--- src/rtl/wb_pkg.sv ---
// Shared writeback definitions: RV32I opcodes, load funct3 codes,
// load-queue entry layout and the load byte-lane extraction helper.
package wb_pkg;

  localparam int LQ_RA_W = 5;

  localparam logic [6:0] OPC_LOAD  = 7'b0000011;
  localparam logic [6:0] OPC_OP    = 7'b0110011;
  localparam logic [6:0] OPC_OPIMM = 7'b0010011;
  localparam logic [6:0] OPC_LUI   = 7'b0110111;
  localparam logic [6:0] OPC_AUIPC = 7'b0010111;
  localparam logic [6:0] OPC_JAL   = 7'b1101111;
  localparam logic [6:0] OPC_JALR  = 7'b1100111;

  localparam logic [2:0] F3_LB  = 3'b000;
  localparam logic [2:0] F3_LH  = 3'b001;
  localparam logic [2:0] F3_LW  = 3'b010;
  localparam logic [2:0] F3_LBU = 3'b100;
  localparam logic [2:0] F3_LHU = 3'b101;

  typedef struct packed {
    logic [LQ_RA_W-1:0] rd;
    logic [2:0]         funct3;
    logic [1:0]         addr_lo;
  } lq_entry_t;

  typedef struct packed {
    logic        valid;
    logic [31:0] data;
  } ld_res_t;

  function automatic ld_res_t load_extract(input logic [2:0]  funct3,
                                           input logic [1:0]  addr_lo,
                                           input logic [31:0] word);
    ld_res_t     res;
    logic [31:0] shifted;
    logic [7:0]  b;
    logic [15:0] h;
    shifted = word >> {addr_lo, 3'b000};
    b       = shifted[7:0];
    h       = addr_lo[1] ? word[31:16] : word[15:0];
    res     = '0;
    case (funct3)
      F3_LB:  res = '{valid: 1'b1, data: {{24{b[7]}}, b}};
      F3_LBU: res = '{valid: 1'b1, data: {24'h0, b}};
      F3_LH:  res = '{valid: 1'b1, data: {{16{h[15]}}, h}};
      F3_LHU: res = '{valid: 1'b1, data: {16'h0, h}};
      F3_LW:  res = '{valid: 1'b1, data: word};
      default: res = '0;
    endcase
    return res;
  endfunction

endpackage

--- src/rtl/wb_load_queue.sv ---
// Outstanding-load FIFO; exposes every slot plus a per-slot valid bit so the
// parent can build the pending-register mask. Push and pop never coincide.
module wb_load_queue
  import wb_pkg::*;
#(
  parameter int DEPTH = 4,
  parameter int CW    = $clog2(DEPTH) + 1
) (
  input  logic                  clk,
  input  logic                  rst,
  input  logic                  push_i,
  input  lq_entry_t             push_dat_i,
  input  logic                  pop_i,
  output lq_entry_t             head_o,
  output logic [CW-1:0]         count_o,
  output lq_entry_t [DEPTH-1:0] ent_o,
  output logic [DEPTH-1:0]      ent_vld_o
);

  localparam int PW = $clog2(DEPTH);

  lq_entry_t [DEPTH-1:0] mem_q;
  logic [DEPTH-1:0]      vld_q;
  logic [PW-1:0]         wr_q, rd_q;
  logic [CW-1:0]         cnt_q;

  always_ff @(posedge clk or posedge rst) begin
    if (rst) begin
      mem_q <= '0;
      vld_q <= '0;
      wr_q  <= '0;
      rd_q  <= '0;
      cnt_q <= '0;
    end else begin
      if (push_i) begin
        mem_q[wr_q] <= push_dat_i;
        vld_q[wr_q] <= 1'b1;
        wr_q        <= PW'(wr_q + 1'b1);
      end
      if (pop_i) begin
        vld_q[rd_q] <= 1'b0;
        rd_q        <= PW'(rd_q + 1'b1);
      end
      if (push_i && !pop_i)
        cnt_q <= CW'(cnt_q + 1'b1);
      else if (pop_i && !push_i)
        cnt_q <= CW'(cnt_q - 1'b1);
    end
  end

  assign head_o    = mem_q[rd_q];
  assign count_o   = cnt_q;
  assign ent_o     = mem_q;
  assign ent_vld_o = vld_q;

endmodule

--- src/rtl/wb_unit_lq.sv ---
// Registered single-port writeback with an in-order load queue; writes land
// one cycle after accept/response. in_ready drops during a response or when full.
module wb_unit_lq
  import wb_pkg::*;
#(
  parameter int XLEN     = 32,
  parameter int RA_W     = LQ_RA_W,
  parameter int LQ_DEPTH = 4
) (
  input  logic                        clk,
  input  logic                        rst,
  input  logic                        in_valid,
  output logic                        in_ready,
  input  logic [31:0]                 instr,
  input  logic [XLEN-1:0]             alu_result,
  input  logic [1:0]                  addr_lo,
  input  logic                        mem_rsp_valid,
  input  logic [XLEN-1:0]             mem_rsp_data,
  output logic [RA_W-1:0]             reg_write_addr,
  output logic [XLEN-1:0]             reg_write_data,
  output logic                        reg_write_enable,
  output logic [(1<<RA_W)-1:0]        pending_mask,
  output logic [$clog2(LQ_DEPTH):0]   lq_count,
  output logic                        err_sticky
);

  localparam int CW = $clog2(LQ_DEPTH) + 1;

  logic [6:0]      opc;
  logic [RA_W-1:0] rd;
  logic [2:0]      funct3;
  logic            is_direct, is_load, accept, push, pop, stray;
  logic            unused_instr;

  lq_entry_t                head;
  lq_entry_t [LQ_DEPTH-1:0] ent;
  logic [LQ_DEPTH-1:0]      ent_vld;
  logic [CW-1:0]            cnt;
  ld_res_t                  ext;

  logic            we_d, we_q, err_d, err_q;
  logic [RA_W-1:0] waddr_d, waddr_q;
  logic [XLEN-1:0] wdata_d, wdata_q;

  assign opc          = instr[6:0];
  assign rd           = instr[11:7];
  assign funct3       = instr[14:12];
  assign unused_instr = ^instr[31:15];

  assign is_direct = (opc == OPC_OP) || (opc == OPC_OPIMM) || (opc == OPC_LUI) ||
                     (opc == OPC_AUIPC) || (opc == OPC_JAL) || (opc == OPC_JALR);
  assign is_load   = (opc == OPC_LOAD);

  // Forcing in_ready low during a response keeps the write port single-sourced.
  assign in_ready = !mem_rsp_valid && (cnt != CW'(LQ_DEPTH));
  assign accept   = in_valid && in_ready;
  assign push     = accept && is_load;
  assign pop      = mem_rsp_valid && (cnt != '0);
  assign stray    = mem_rsp_valid && (cnt == '0);

  wb_load_queue #(.DEPTH(LQ_DEPTH), .CW(CW)) u_lq (
    .clk        (clk),
    .rst        (rst),
    .push_i     (push),
    .push_dat_i ('{rd: rd, funct3: funct3, addr_lo: addr_lo}),
    .pop_i      (pop),
    .head_o     (head),
    .count_o    (cnt),
    .ent_o      (ent),
    .ent_vld_o  (ent_vld)
  );

  assign ext = load_extract(head.funct3, head.addr_lo, mem_rsp_data);

  always_comb begin
    we_d    = 1'b0;
    waddr_d = waddr_q;
    wdata_d = wdata_q;
    err_d   = err_q | stray;
    if (accept && is_direct && (rd != '0)) begin
      we_d    = 1'b1;
      waddr_d = rd;
      wdata_d = alu_result;
    end else if (pop && (head.rd != '0) && ext.valid) begin
      we_d    = 1'b1;
      waddr_d = head.rd;
      wdata_d = ext.data;
    end
  end

  always_ff @(posedge clk or posedge rst) begin
    if (rst) begin
      we_q    <= 1'b0;
      waddr_q <= '0;
      wdata_q <= '0;
      err_q   <= 1'b0;
    end else begin
      we_q    <= we_d;
      waddr_q <= waddr_d;
      wdata_q <= wdata_d;
      err_q   <= err_d;
    end
  end

  always_comb begin
    pending_mask = '0;
    for (int i = 0; i < LQ_DEPTH; i++)
      if (ent_vld[i]) pending_mask[ent[i].rd] = 1'b1;
    pending_mask[0] = 1'b0;
  end

  assign reg_write_enable = we_q;
  assign reg_write_addr   = waddr_q;
  assign reg_write_data   = wdata_q;
  assign lq_count         = cnt;
  assign err_sticky       = err_q;

endmodule

--- config.mk ---
export PLATFORM = sky130hd
export DESIGN_NAME = wb_unit_lq
export DESIGN_NICKNAME = d
export VERILOG_FILES = /design/src/rtl/wb_pkg.sv /design/src/rtl/wb_load_queue.sv /design/src/rtl/wb_unit_lq.sv
export SDC_FILE = /design/constraint.sdc
export NUM_CORES = 1
export LEC_CHECK = 0
export ABC_AREA = 1
export CAP_MARGIN = 20
export CORE_UTILIZATION = 30
export DETAILED_ROUTE_END_ITERATION = 10
export GPL_TIMING_DRIVEN = 0
export PLACE_DENSITY = 0.61
export SYNTH_ARGS = -nofsm -noshare
export SYNTH_HDL_FRONTEND = slang
export SYNTH_SLANG_ARGS = --single-unit
--- constraint.sdc ---
create_clock -name clk -period 3.05 [get_ports clk]
set_input_delay 0.4575 -clock clk [delete_from_list [all_inputs] [get_ports clk]]
set_output_delay 0.4575 -clock clk [all_outputs]
set_load 0.03 [all_outputs]
# Yosys cells after proc, flatten, opt, wreduce, memory -nomap -nowiden
# Index checks and enable logic that the tools add are counted.
# totals
register_bits	90
out_inout_bits	75
# op_classes
add_sub_neg	4
order_cmp	12
n_eq_ne	12
n_shift	1
n_mux	33
n_bitwise	7
n_reduce_logical	32
# op_table
cell	n
2-to-1 mux 32 bit	6
one-hot mux 33 bit (5 select lines)	1
bitwise OR 32 bit	3
bitwise mux 40 bit	1
>> shifter 32 x 5 -> 8 bit	1
< comparator 5 x 6 -> 1 bit (second input constant)	4
binary-select mux 10 bit (select 2 bit)	1
demux 1 bit (select 5 bit)	4
demux 10 bit (select 2 bit)	1
>= comparator 5 x 1 -> 1 bit (second input constant)	4
2-to-1 mux 10 bit	2
logical AND 1 bit	17
2-to-1 mux 16 bit	1
== test 7 x 5 -> 1 bit (second input constant)	2
== test 7 x 6 -> 1 bit (second input constant)	2
== test 7 bit (second input constant)	2
2-to-1 mux 5 bit	2
nonzero test 5 bit	2
2-to-1 mux 1 bit	8
2-to-1 mux 4 bit	2
== test 7 x 2 -> 1 bit (second input constant)	1
== test 3 bit (second input constant)	2
logical NOT 3 bit	2
< comparator 2 x 3 -> 1 bit (second input constant)	2
other kinds (17)	28

# Longest topological paths before layout
# Gate-level depths: netlist of run 1.
# logic_depth
ltp_word	11
ltp_mapped	14
ltp_nobuf	12

# Modules after synthesis
# From an unflattened synthesis of run 1, not the netlist that was laid out.
# unflattened
cells_unflattened	925
area_unflattened_um2	6772.7
# modules_own_cells
mod	n_inst	cells_each	area_per_inst_um2	seq_area_each_um2
wb_unit_lq	1	642	4177.8	975.9
wb_load_queue	1	283	2595.0	1276.2

# Least setup slack after synthesis of run 1
# Ideal clock, no wire load.
# synth_timing
path_kind	register to register
from	register u_lq.cnt_q[1], in the netlist u_lq.count_o[1]
to	register u_lq.cnt_q[2], in the netlist u_lq.count_o[2]
setup_time_ns	0.131
arrival_time_ns	2.412
path_slack_ns	0.507
stages_incl_launch_ff	13
n_path_buf	0
cell_sequence	dfrtp_1 inv_1 a31oi_2 nand2_1 inv_1 nand2_1 inv_2 ha_1 inv_1 fa_1 a21oi_1 o21ai_0 xor2_1
# synth_via
elab_chain_len	7
word_cells_on_any_way	15
cone_classes	add/sub: 2; eq/ne: 1; mux: 2; reduce/logical: 10
# synth_rtl
element	line	text
start: declaration	wb_load_queue.sv:25	logic [CW-1:0] cnt_q;
start signal: assignment	wb_load_queue.sv:45	cnt_q <= CW'(cnt_q + 1'b1);
start signal: assignment	wb_load_queue.sv:47	cnt_q <= CW'(cnt_q - 1'b1);
!= test 3 bit *	wb_unit_lq.sv:55	assign in_ready = !mem_rsp_valid && (cnt != CW'(LQ_DEPTH));
logical AND 1 bit *	wb_unit_lq.sv:55	
named net in_ready	wb_unit_lq.sv:13	output logic in_ready,
logical AND 1 bit *	wb_unit_lq.sv:56	assign accept = in_valid && in_ready;
logical AND 1 bit *	wb_unit_lq.sv:57	assign push = accept && is_load;
named net push	wb_unit_lq.sv:32	logic is_direct, is_load, accept, push, pop, stray;
logical NOT 1 bit	wb_load_queue.sv:46	else if (pop_i && !push_i)
logical AND 1 bit	wb_load_queue.sv:46	
nonzero test 2 bit (no line)	-	
# The timed path passes the listed nets; every way through them passes the cells marked *. The select of a mux whose other input is x is not followed.
# A chain may end at the register's enable or synchronous reset.

# Worst setup path after layout of run 1
# layout_timing
from	register u_lq.vld_q[1], in the netlist u_lq.ent_vld_o[1]
to	output port pending_mask[11]
# layout_via
elab_chain_len	5
# layout_rtl
element	line	text
start: declaration	wb_load_queue.sv:23	logic [DEPTH-1:0] vld_q;
start signal: assignment	wb_load_queue.sv:30	vld_q <= '0;
start signal: indexed assignment	wb_load_queue.sv:37	vld_q[wr_q] <= 1'b1;
start signal: indexed assignment	wb_load_queue.sv:41	vld_q[rd_q] <= 1'b0;
2-to-1 mux 32 bit *	wb_unit_lq.sv:108	if (ent_vld[i]) pending_mask[ent[i].rd] = 1'b1;
bitwise OR 32 bit (no line)	-	
2-to-1 mux 32 bit *	wb_unit_lq.sv:108	
bitwise OR 32 bit (no line)	-	
2-to-1 mux 32 bit *	wb_unit_lq.sv:108	
end: declaration	wb_unit_lq.sv:22	output logic [(1<<RA_W)-1:0] pending_mask,
# Mark *: on every way between the ends. The rest lies on a longest branch, timed or not.

==> impl_metrics.tcl, run 1 <==
set metrics [dict create \
    syn_avg_cell_area_um2 6.92 \
    num-fill-cells 2178 \
    ios 177 \
    mostFrequentLayoutCells "nand2_1, clkdlybuf4s50_1, nand3_1" \
    wire_per_inst_um 16.7 \
    dr_total_vias 6993 \
    r2r_start "u_lq.count_o[1]$_DFFE_PP0P_" \
    final_common_cell "nand2_1" \
    ant_nets 0 \
    timing.hold.ws_ps 477 \
    cts_buffer_depth 2 \
    die_y_um 148 \
    setup_viol 0 \
    start_util_pct 31.0 \
    end_kind "primary output" \
    first_global_vias 6753 \
    dp.final_hpwl_um 17200 \
    cts_buffers 9 \
    async_reset_ff_share_pct 100 \
    grt_first_pass_wirelength_um 36300 \
    synthesis.instances 921 \
    worst_pin_slew_ps 632 \
    htreeDepth 3 \
    synth-main-ff-cell "dfrtp_1" \
    via_per_inst 5.11 \
    antenna_found_initial 3 \
    core-area_um2 20600 \
    ys_ff_latch 90 \
    irDropWorstVdd_mv 0.456 \
    status "finished, final reports clean" \
    crit_arrival_ps 2580 \
    routed_wirelength_um 22800 \
    drt_iter0_markers 637 \
    clkSlewWorstSetupHoldPaths_ps 70 \
    synth_area_um2 6380 \
    slowest_stage "clkdlybuf4s50_1" \
    cpPeakStageDelay_ps 730 \
    startpoint_type "register" \
    clkLatencyLatePin_ps 350 \
    clock.fmax_mhz 330 \
    maxCapViolCount 0 \
    power.density_nw_per_um2 697 \
    core.rowCount 52 \
    root_buffer "clkbuf_16" \
    port_buffers 158 \
    drv_slew 0 \
    ys_seq_area_share_pct 35.3 \
    power_uw 6030 \
    layout-drive-gt1-share_pct 10.2 \
    skew_ps 9.20 \
    final.min_clock_period_ps 3030 \
    cp_num_buf_inv 3 \
    synthToLayoutAreaGrowth_pct 35.7 \
    yosys_warnings 0 \
    worstPathMaxFanout 6 \
    leakage_uw 0.00408 \
    syn-num-nets 1033 \
    drc 0 \
    synth.distinct_cells 41 \
    cp_data_required_time_ps 2590 \
    cts_tree "done" \
    place_congestion 0.928 \
    post_cts_buffers 0 \
    place_inst 1350 \
    crit_type "register to primary output" \
    hold_violations 0 \
    cts.hold.buffers_added 0 \
    path_cells "inv_1 > nor3_2 > inv_1 > o221ai_1 > clkdlybuf4s50_1" \
    final_nets 1202 \
    dieArea_um2 21800 \
    stdcell_area_um2 8660 \
    layout.cells.non_filler 1368 \
    crit_start "u_lq.ent_vld_o[1]$_DFF_PP0_" \
    cp_top_family "buffers and inverters" \
    place_area_um2 8330 \
    rsz0062_at_grt "false" \
    overflow 0 \
    fin_crit_sh_pct 99.5 \
    cts_sinks 90 \
    holdCritPathClass "register to register" \
    grt_util_all_layers_pct 21.4 \
    grt_max_degree 48 \
    dr.pass1.iters 8 \
    cp_common_cell "inv_1" \
    die_w_um 148 \
    synth_edf_count 0 \
    worstHoldStart "err_sticky$_DFF_PP0_" \
    relSlewSlack_pct 57.7 \
]
-- worst paths after layout --
check	cells past startpoint	slack [ps]	to
min reg2reg	1	480	err_sticky$_DFF_PP0_
max reg2reg	12	850	u_lq.count_o[2]$_DFFE_PP0P_
min	1	480	err_sticky$_DFF_PP0_
max in group asynchronous	3	1870	u_lq.ent_o[37]$_DFFE_PP0P_
max	5	20	pending_mask[11]
min in group asynchronous	2	520	reg_write_data[18]$_DFFE_PP0P_
-- flip-flops by register name, summed over array words and instances, names as in the netlist --
signal            count
u_lq.ent_vld_o        4
u_lq.wr_q             2
u_lq.rd_q             2
u_lq.count_o          3
reg_write_data       32
u_lq.ent_o           40
reg_write_enable      1
reg_write_addr        5
err_sticky            1
-- repair_timing --
| action | in CTS | in global routing |
|---|---|---|
| gates cloned | 0 | 0 |
| gates resized for setup | 4 | 2 |
| setup endpoints to repair | 12 | 4 |
-- through the flow --
step / TNS [ps] / setup slack [ps] / utilization, %
3_5_place_dp: 0 / 171 / 40.5
6_report: 0 / 16.6 / 42.1
5_1_grt: 0 / 9.77 / 42.1
3_3_place_gp: -119560 / -1340 / 40.4
2_1_floorplan: 0 / 257 / -
4_1_cts: 0 / 77.6 / 42.0
-- report_power, final --
part           leakage (µW)  internal (µW)  switching [µW]
Clock              0.000143            639             504
Sequential          0.00109           1470             200
Combinational       0.00285           1210            2000
-- metal layers --
metal	part of all wire (%)	vias up	global-route usage, %
met1	45	3247	29.3
li1	-	3400	-
met3	7.3	54	4.38
met2	45	292	32.2
met5	0	-	0
met4	3.3	0	10.1
-- cell usage after synthesis (10+ instances only) --
cell      count  area, µm²
nor3_1       21        105
inv_2        10       37.5
nor2_1       44        165
o21ai_0      22        110
nand3_1     138        691
nand3_2      19        190
o22a_1       14        123
a21oi_1      16       80.1
o221ai_1     30        263
buf_4        10       75.1
inv_1        87        327
dfrtp_1      90       2250
nand2_2      10       62.6
buf_2        14       70.1
nor2_2       11       68.8
nand2_1     324       1220
-- cell type report --
cell class | instances | area, µm² | share of cell area, %
Clock buffer | 10 | 229 | 2.65
Sequential cell | 90 | 2250 | 26.0
Tap cell | 270 | 338 | 3.90
Timing Repair Buffer | 159 | 1610 | 18.6
Inverter | 99 | 377 | 4.35
Multi-Input combinational cell | 695 | 3520 | 40.7
Antenna cell | 3 | 7.51 | 0.0867
Clock inverter | 6 | 65.1 | 0.752
Buffer | 36 | 254 | 2.93
-- cells by family after synthesis --
logic type / after synthesis / share of synthesized area [%]
AOI/OAI and AO/OA: 98 / 10.9
xor gates and xnor gates: 4 / 0.549
adders and majority gates: 10 / 2.08
buffers and inverters: 136 / 9.91
DFF: 90 / 35.3
other: 1 / 0.0588
and+or+nand+nor: 582 / 41.1
Note: power is estimated with default switching activity, not from simulation.
==> run 2: changes to the inputs <==
--- a/config.mk
+++ b/config.mk
@@ -11,6 +11,7 @@
 export DETAILED_ROUTE_END_ITERATION = 10
 export GPL_TIMING_DRIVEN = 0
 export PLACE_DENSITY = 0.61
+export SLEW_MARGIN = 20
 export SYNTH_ARGS = -nofsm -noshare
 export SYNTH_HDL_FRONTEND = slang
 export SYNTH_SLANG_ARGS = --single-unit
==> constraint.sdc (replaced) <==
create_clock -name clk -period 3.1 [get_ports clk]
set_input_delay 0.465 -clock clk [delete_from_list [all_inputs] [get_ports clk]]
set_output_delay 0.465 -clock clk [all_outputs]
set_load 0.05 [all_outputs]
==> impl_metrics.tcl, run 2 (synthesis results as in run 1) <==
set metrics [dict create \
    status "finished, final reports clean" \
    worstPathMaxFanout 6 \
    clkLatencyLatePin_ps 350 \
    startpoint_type "register" \
    hold_violations 0 \
    cts_tree "done" \
    timing.hold.ws_ps 482 \
    root_buffer "clkbuf_16" \
    place_inst 1350 \
    start_util_pct 31.0 \
    dr.pass1.iters 8 \
    layout.cells.non_filler 1366 \
    rsz0062_at_grt "false" \
    antenna_found_initial 2 \
    drt_iter0_markers 594 \
    holdCritPathClass "primary input to async pin" \
    final_nets 1202 \
    end_kind "primary output" \
    final_common_cell "nand2_1" \
    first_global_vias 6635 \
    ios 177 \
    cts.hold.buffers_added 0 \
    mostFrequentLayoutCells "nand2_1, clkdlybuf4s50_1, nand3_1" \
    via_per_inst 5.09 \
    relSlewSlack_pct 61.7 \
    place_congestion 0.928 \
    die_y_um 148 \
    skew_ps 10.0 \
    largest_register_ffs 40 \
    overflow 0 \
    htreeDepth 3 \
    post_cts_buffers 0 \
    setup_viol 0 \
    cts_buffers 9 \
    dp.final_hpwl_um 17200 \
    cp_data_required_time_ps 2630 \
    dieArea_um2 21800 \
    core.rowCount 52 \
    clock.fmax_mhz 328 \
    die_w_um 148 \
    grt_first_pass_wirelength_um 36100 \
    irDropWorstVdd_mv 0.562 \
    fin_tns_setup_ps 0 \
    layout-drive-gt1-share_pct 9.96 \
    clkSlewWorstSetupHoldPaths_ps 70 \
    wire_per_inst_um 16.8 \
    drv_slew 0 \
    ant_nets 0 \
    power.density_nw_per_um2 730 \
    leakage_uw 0.00436 \
    grt_max_degree 53 \
    grt_util_all_layers_pct 21.3 \
    routed_wirelength_um 23000 \
    worst_pin_slew_ps 572 \
    synthToLayoutAreaGrowth_pct 36.0 \
    cts_buffer_depth 2 \
    crit_arrival_ps 2590 \
    power_uw 6330 \
    fin_crit_sh_pct 98.4 \
    final.min_clock_period_ps 3050 \
    port_buffers 158 \
    core-area_um2 20600 \
    reg2reg_depth 12 \
    finish.utilization_pct 42.2 \
    crit_type "register to primary output" \
    maxCapViolCount 0 \
    dr_total_vias 6949 \
    cts_sinks 90 \
    drc 0 \
]
-- run 2: where the power goes --
group / internal, µW / switching [µW] / total (µW)
clock: 670 / 478 / 1150
sequential: 1450 / 198 / 1650
combinational: 1190 / 2350 / 3540
-- run 2: final cells by class --
type | count | area, µm²
antenna | 2 | 5.00
buffer | 36 | 254
clock buffer | 12 | 256
clock inverter | 3 | 47.5
fill | 2149 | 11900
inverter | 99 | 379
multi-input combinational | 695 | 3510
sequential | 90 | 2250
tap | 270 | 338
timing repair buffer | 159 | 1630
-- run 2: final timing paths --
check | start | to | slack [ps]
setup / recovery | u_lq.ent_o[6]$_DFFE_PP0P_ | pending_mask[15] | 50
hold / removal | rst | reg_write_data[17]$_DFFE_PP0P_ | 480
setup reg to reg | u_lq.count_o[1]$_DFFE_PP0P_ | u_lq.count_o[2]$_DFFE_PP0P_ | 880
hold reg to reg | u_lq.ent_o[0]$_DFFE_PP0P_ | u_lq.ent_o[0]$_DFFE_PP0P_ | 480
max in group asynchronous | rst | u_lq.ent_o[30]$_DFFE_PP0P_ | 2020
min in group clk | u_lq.ent_o[0]$_DFFE_PP0P_ | u_lq.ent_o[0]$_DFFE_PP0P_ | 480
-- run 2: timing repair --
item / in CTS / in global routing
setup endpoints to repair: 15 / 15
endpoints found under the hold margin: 0 / 0
resized for setup: 9 / 13
cloned: 0 / 0
-- run 2: metal layers --
metal / global-route usage (%) / up-vias / share of wire (%) / wire length (µm)
li1: - / 3384 / - / -
met3: 3.80 / 45 / 7.9 / 1810
met5: 0 / - / 0 / 0
met1: 29.4 / 3220 / 44 / 10100
met2: 32.4 / 300 / 45 / 10400
met4: 9.64 / 0 / 3.0 / 686
-- run 2: stage by stage --
step / setup WS [ps] / instance area, µm²
2_1_floorplan: 200 / 6380
3_3_place_gp: -1290 / 8300
3_5_place_dp: 69.8 / 8330
4_1_cts: 7.20 / 8640
5_1_grt: 0.578 / 8670
6_report: 48.1 / 8670
-- run 2: worst max-delay path, stage by stage (launching register included) --
cell             delay [ps]
dfrtp_1                 430
inv_1                   100
nor3_2                  470
inv_1                   170
o221ai_1                230
clkdlybuf4s50_1         840
==> run 3: changes to the inputs <==
--- a/config.mk
+++ b/config.mk
@@ -5,12 +5,14 @@
 export SDC_FILE = /design/constraint.sdc
 export NUM_CORES = 1
 export LEC_CHECK = 0
-export ABC_AREA = 1
+export ABC_AREA = 0
 export CAP_MARGIN = 20
+export CORE_ASPECT_RATIO = 1.2
 export CORE_UTILIZATION = 30
 export DETAILED_ROUTE_END_ITERATION = 10
 export GPL_TIMING_DRIVEN = 0
-export PLACE_DENSITY = 0.61
+export PLACE_DENSITY = 0.63
+export REMOVE_ABC_BUFFERS = 1
 export SLEW_MARGIN = 20
 export SYNTH_ARGS = -nofsm -noshare
 export SYNTH_HDL_FRONTEND = slang
==> impl_metrics.tcl, run 3 <==
set metrics [dict create \
    power.density_nw_per_um2 660 \
    final_nets 817 \
    status "finished, final reports clean" \
    synth_area_leaders "dfrtp_1, mux2_2, nand2_1, mux4_2, o211ai_1" \
    grt_first_pass_wirelength_um 28600 \
    worst_pin_slew_ps 1080 \
    synth_edf_count 0 \
    cts_tree "done" \
    irDropWorstVdd_mv 0.457 \
    pwr-share-seq_pct 33.8 \
    grt_util_all_layers_pct 19.5 \
    first_global_vias 5128 \
    cts_buffers 9 \
    crit_start "u_lq.ent_o[5]$_DFFE_PP0P_" \
    place_inst 917 \
    syn_avg_cell_area_um2 9.83 \
    r2r_start "u_lq.rd_q[0]$_DFFE_PP0N_" \
    start_util_pct 30.7 \
    synth-main-ff-cell "dfrtp_1" \
    yosys_warnings 0 \
    yosysTopAreaCell "dfrtp_1" \
    multi_input_area_um2 3130 \
    synthToLayoutAreaGrowth_pct 38.5 \
    mostFrequentLayoutCells "clkdlybuf4s50_1, nand2_1, dfrtp_1" \
    ys_ff_latch 90 \
    die_w_um 127 \
    core-area_um2 18200 \
    fin_tns_setup_ps 0 \
    cts_sinks 90 \
    antenna_found_initial 1 \
    num-fill-cells 1783 \
    grt_util_met2_pct 32.3 \
    synth.distinct_cells 52 \
    ys_seq_area_share_pct 40.2 \
    leakage_uw 0.00318 \
    cts_buffer_depth 2 \
    met1_usage_pct 25.4 \
    maxCapViolCount 0 \
    holdCritPathClass "register to register" \
    drc 0 \
    via_per_inst 5.65 \
    htreeDepth 3 \
    grt_max_degree 50 \
    place_congestion 0.871 \
    synthesis.instances 570 \
    dieArea_um2 19200 \
    combPwrFrac_pct 45.6 \
    busiest_layer "met2" \
    crit_arrival_ps 2560 \
    hold_violations 0 \
    async_reset_ff_share_pct 100 \
    largest_register_ffs 40 \
    num_antenna_cells 0 \
    synth_area_um2 5610 \
    port_buffers 158 \
    area.sequential_um2 2250 \
    startpoint_type "register" \
    root_buffer "clkbuf_16" \
    cp_data_required_time_ps 2630 \
    power_switching_uw 2190 \
    end_kind "primary output" \
    layout-drive-gt1-share_pct 14.5 \
    dr.pass1.iters 5 \
    die_y_um 152 \
    place_area_um2 7420 \
    yosysTopAreaCellShare_pct 40.2 \
    stdcell_area_um2 7760 \
    fin_crit_sh_pct 97.5 \
    setup_viol 0 \
    synth_common_cells "dfrtp_1, nand2_1, mux2_2, clkbuf_1, nor2_1" \
    ant_nets 0 \
    clkLatencyLatePin_ps 340 \
    reg2reg_depth 8 \
    drt_iter0_markers 406 \
    r2r_slack_ps 90 \
    endpoint "pending_mask[4]" \
    cts.hold.buffers_added 0 \
    core.rowCount 54 \
    clock.fmax_mhz 331 \
    layout.cells.non_filler 934 \
    grt_use_met3_pct 3.90 \
    relSlewSlack_pct 28.2 \
    final_common_cell "clkdlybuf4s50_1" \
    p_clk_share_pct 20.5 \
    routed_wirelength_um 18700 \
    final.min_clock_period_ps 3020 \
    dr_total_vias 5275 \
    finish.utilization_pct 42.6 \
    timing.hold.ws_ps 471 \
    drv_slew 0 \
    overflow 0 \
    crit_type "register to primary output" \
    ios 177 \
    synth.most_common_cell "dfrtp_1" \
    switching_share_pct 42.7 \
    r2r_end "reg_write_data[18]$_DFFE_PP0P_" \
    rsz0062_at_grt "false" \
    intPower_uw 2930 \
    skew_ps 8.24 \
    clkSlewWorstSetupHoldPaths_ps 70 \
    worstPathMaxFanout 7 \
    dp.final_hpwl_um 13300 \
    wire_per_inst_um 20.0 \
]
==> run 3: cell count changes after synthesis, sizes merged, moves of 23 or more <==
cell	change
nor2	-27
clkbuf	+29
nand3	-137
buf	-23
inv	-76
o211ai	+23
mux2	+48
nand2	-248
==> run 3: critical path: stages (launching register included) <==
cell	delay, ps
dfrtp_1	460
nor3_2	580
a22oi_1	190
o221ai_1	140
clkdlybuf4s50_1	850
==> run 3: cell families (layout without fill, tap and decap cells) <==
family                   Yosys count  count (layout)  synth area share [%]
AO/OA/AOI/OAI                    137             137                  20.0
XOR/XNOR                           5               5                 0.781
adder cells (fa/ha/maj)           10              10                  2.37
buffers and inverters             65             205                  4.73
flip-flops                        90              90                  40.2
multiplexers                      63              63                  14.6
other                              1               1                0.0669
AND/OR/NAND/NOR                  199             199                  17.4
==> run 3: power groups by stage <==
stage               Sequential, µW  Combinational, µW  Clock (µW)
floorplan                     2650                563           0
global placement              1740               2310           0
detailed placement            1760               2340           0
CTS                           1740               2350        1070
global route                  1780               2460        1140
finish                        1730               2340        1050
==> run 3: through the flow <==
step	setup WS [ps]	power, µW
5_1_grt	3.88	5380
4_1_cts	8.96	5160
3_5_place_dp	-502	4100
3_3_place_gp	-1940	4050
2_1_floorplan	-111	3210
6_report	76.4	5120
==> run 3: final cells by class <==
cell class / instances / share of cell area [%]
repair buffers: 167 / 22.3
clock buffers: 11 / 3.13
clock inverters: 5 / 0.483
well taps: 224 / 3.61
multi-input cells: 415 / 40.3
inverters: 22 / 1.13
flip-flops and latches: 90 / 29.0
==> run 3: worst min path at each step <==
stage / to / from / depth (start not counted) / slack [ps]
3_5_place_dp: err_sticky$_DFF_PP0_ / err_sticky$_DFF_PP0_ / 1 / 440
4_1_cts: err_sticky$_DFF_PP0_ / err_sticky$_DFF_PP0_ / 1 / 470
3_3_place_gp: err_sticky$_DFF_PP0_ / err_sticky$_DFF_PP0_ / 1 / 460
5_1_grt: err_sticky$_DFF_PP0_ / err_sticky$_DFF_PP0_ / 1 / 510
2_1_floorplan: u_lq.ent_o[11]$_DFFE_PP0P_ / u_lq.ent_o[11]$_DFFE_PP0P_ / 1 / 470
6_report: err_sticky$_DFF_PP0_ / err_sticky$_DFF_PP0_ / 1 / 470
==> run 3: layer usage <==
layer,up-vias,wire length [µm]
met5,-,0
met4,0,329
met3,24,1440
met2,241,8830
met1,2597,8060
li1,2413,-
==> run 3: what timing repair did <==
item                       CTS  global route
resized for setup            4             8
pin swaps                    1             1
setup endpoints to repair   47            13
buffers inserted             1             0
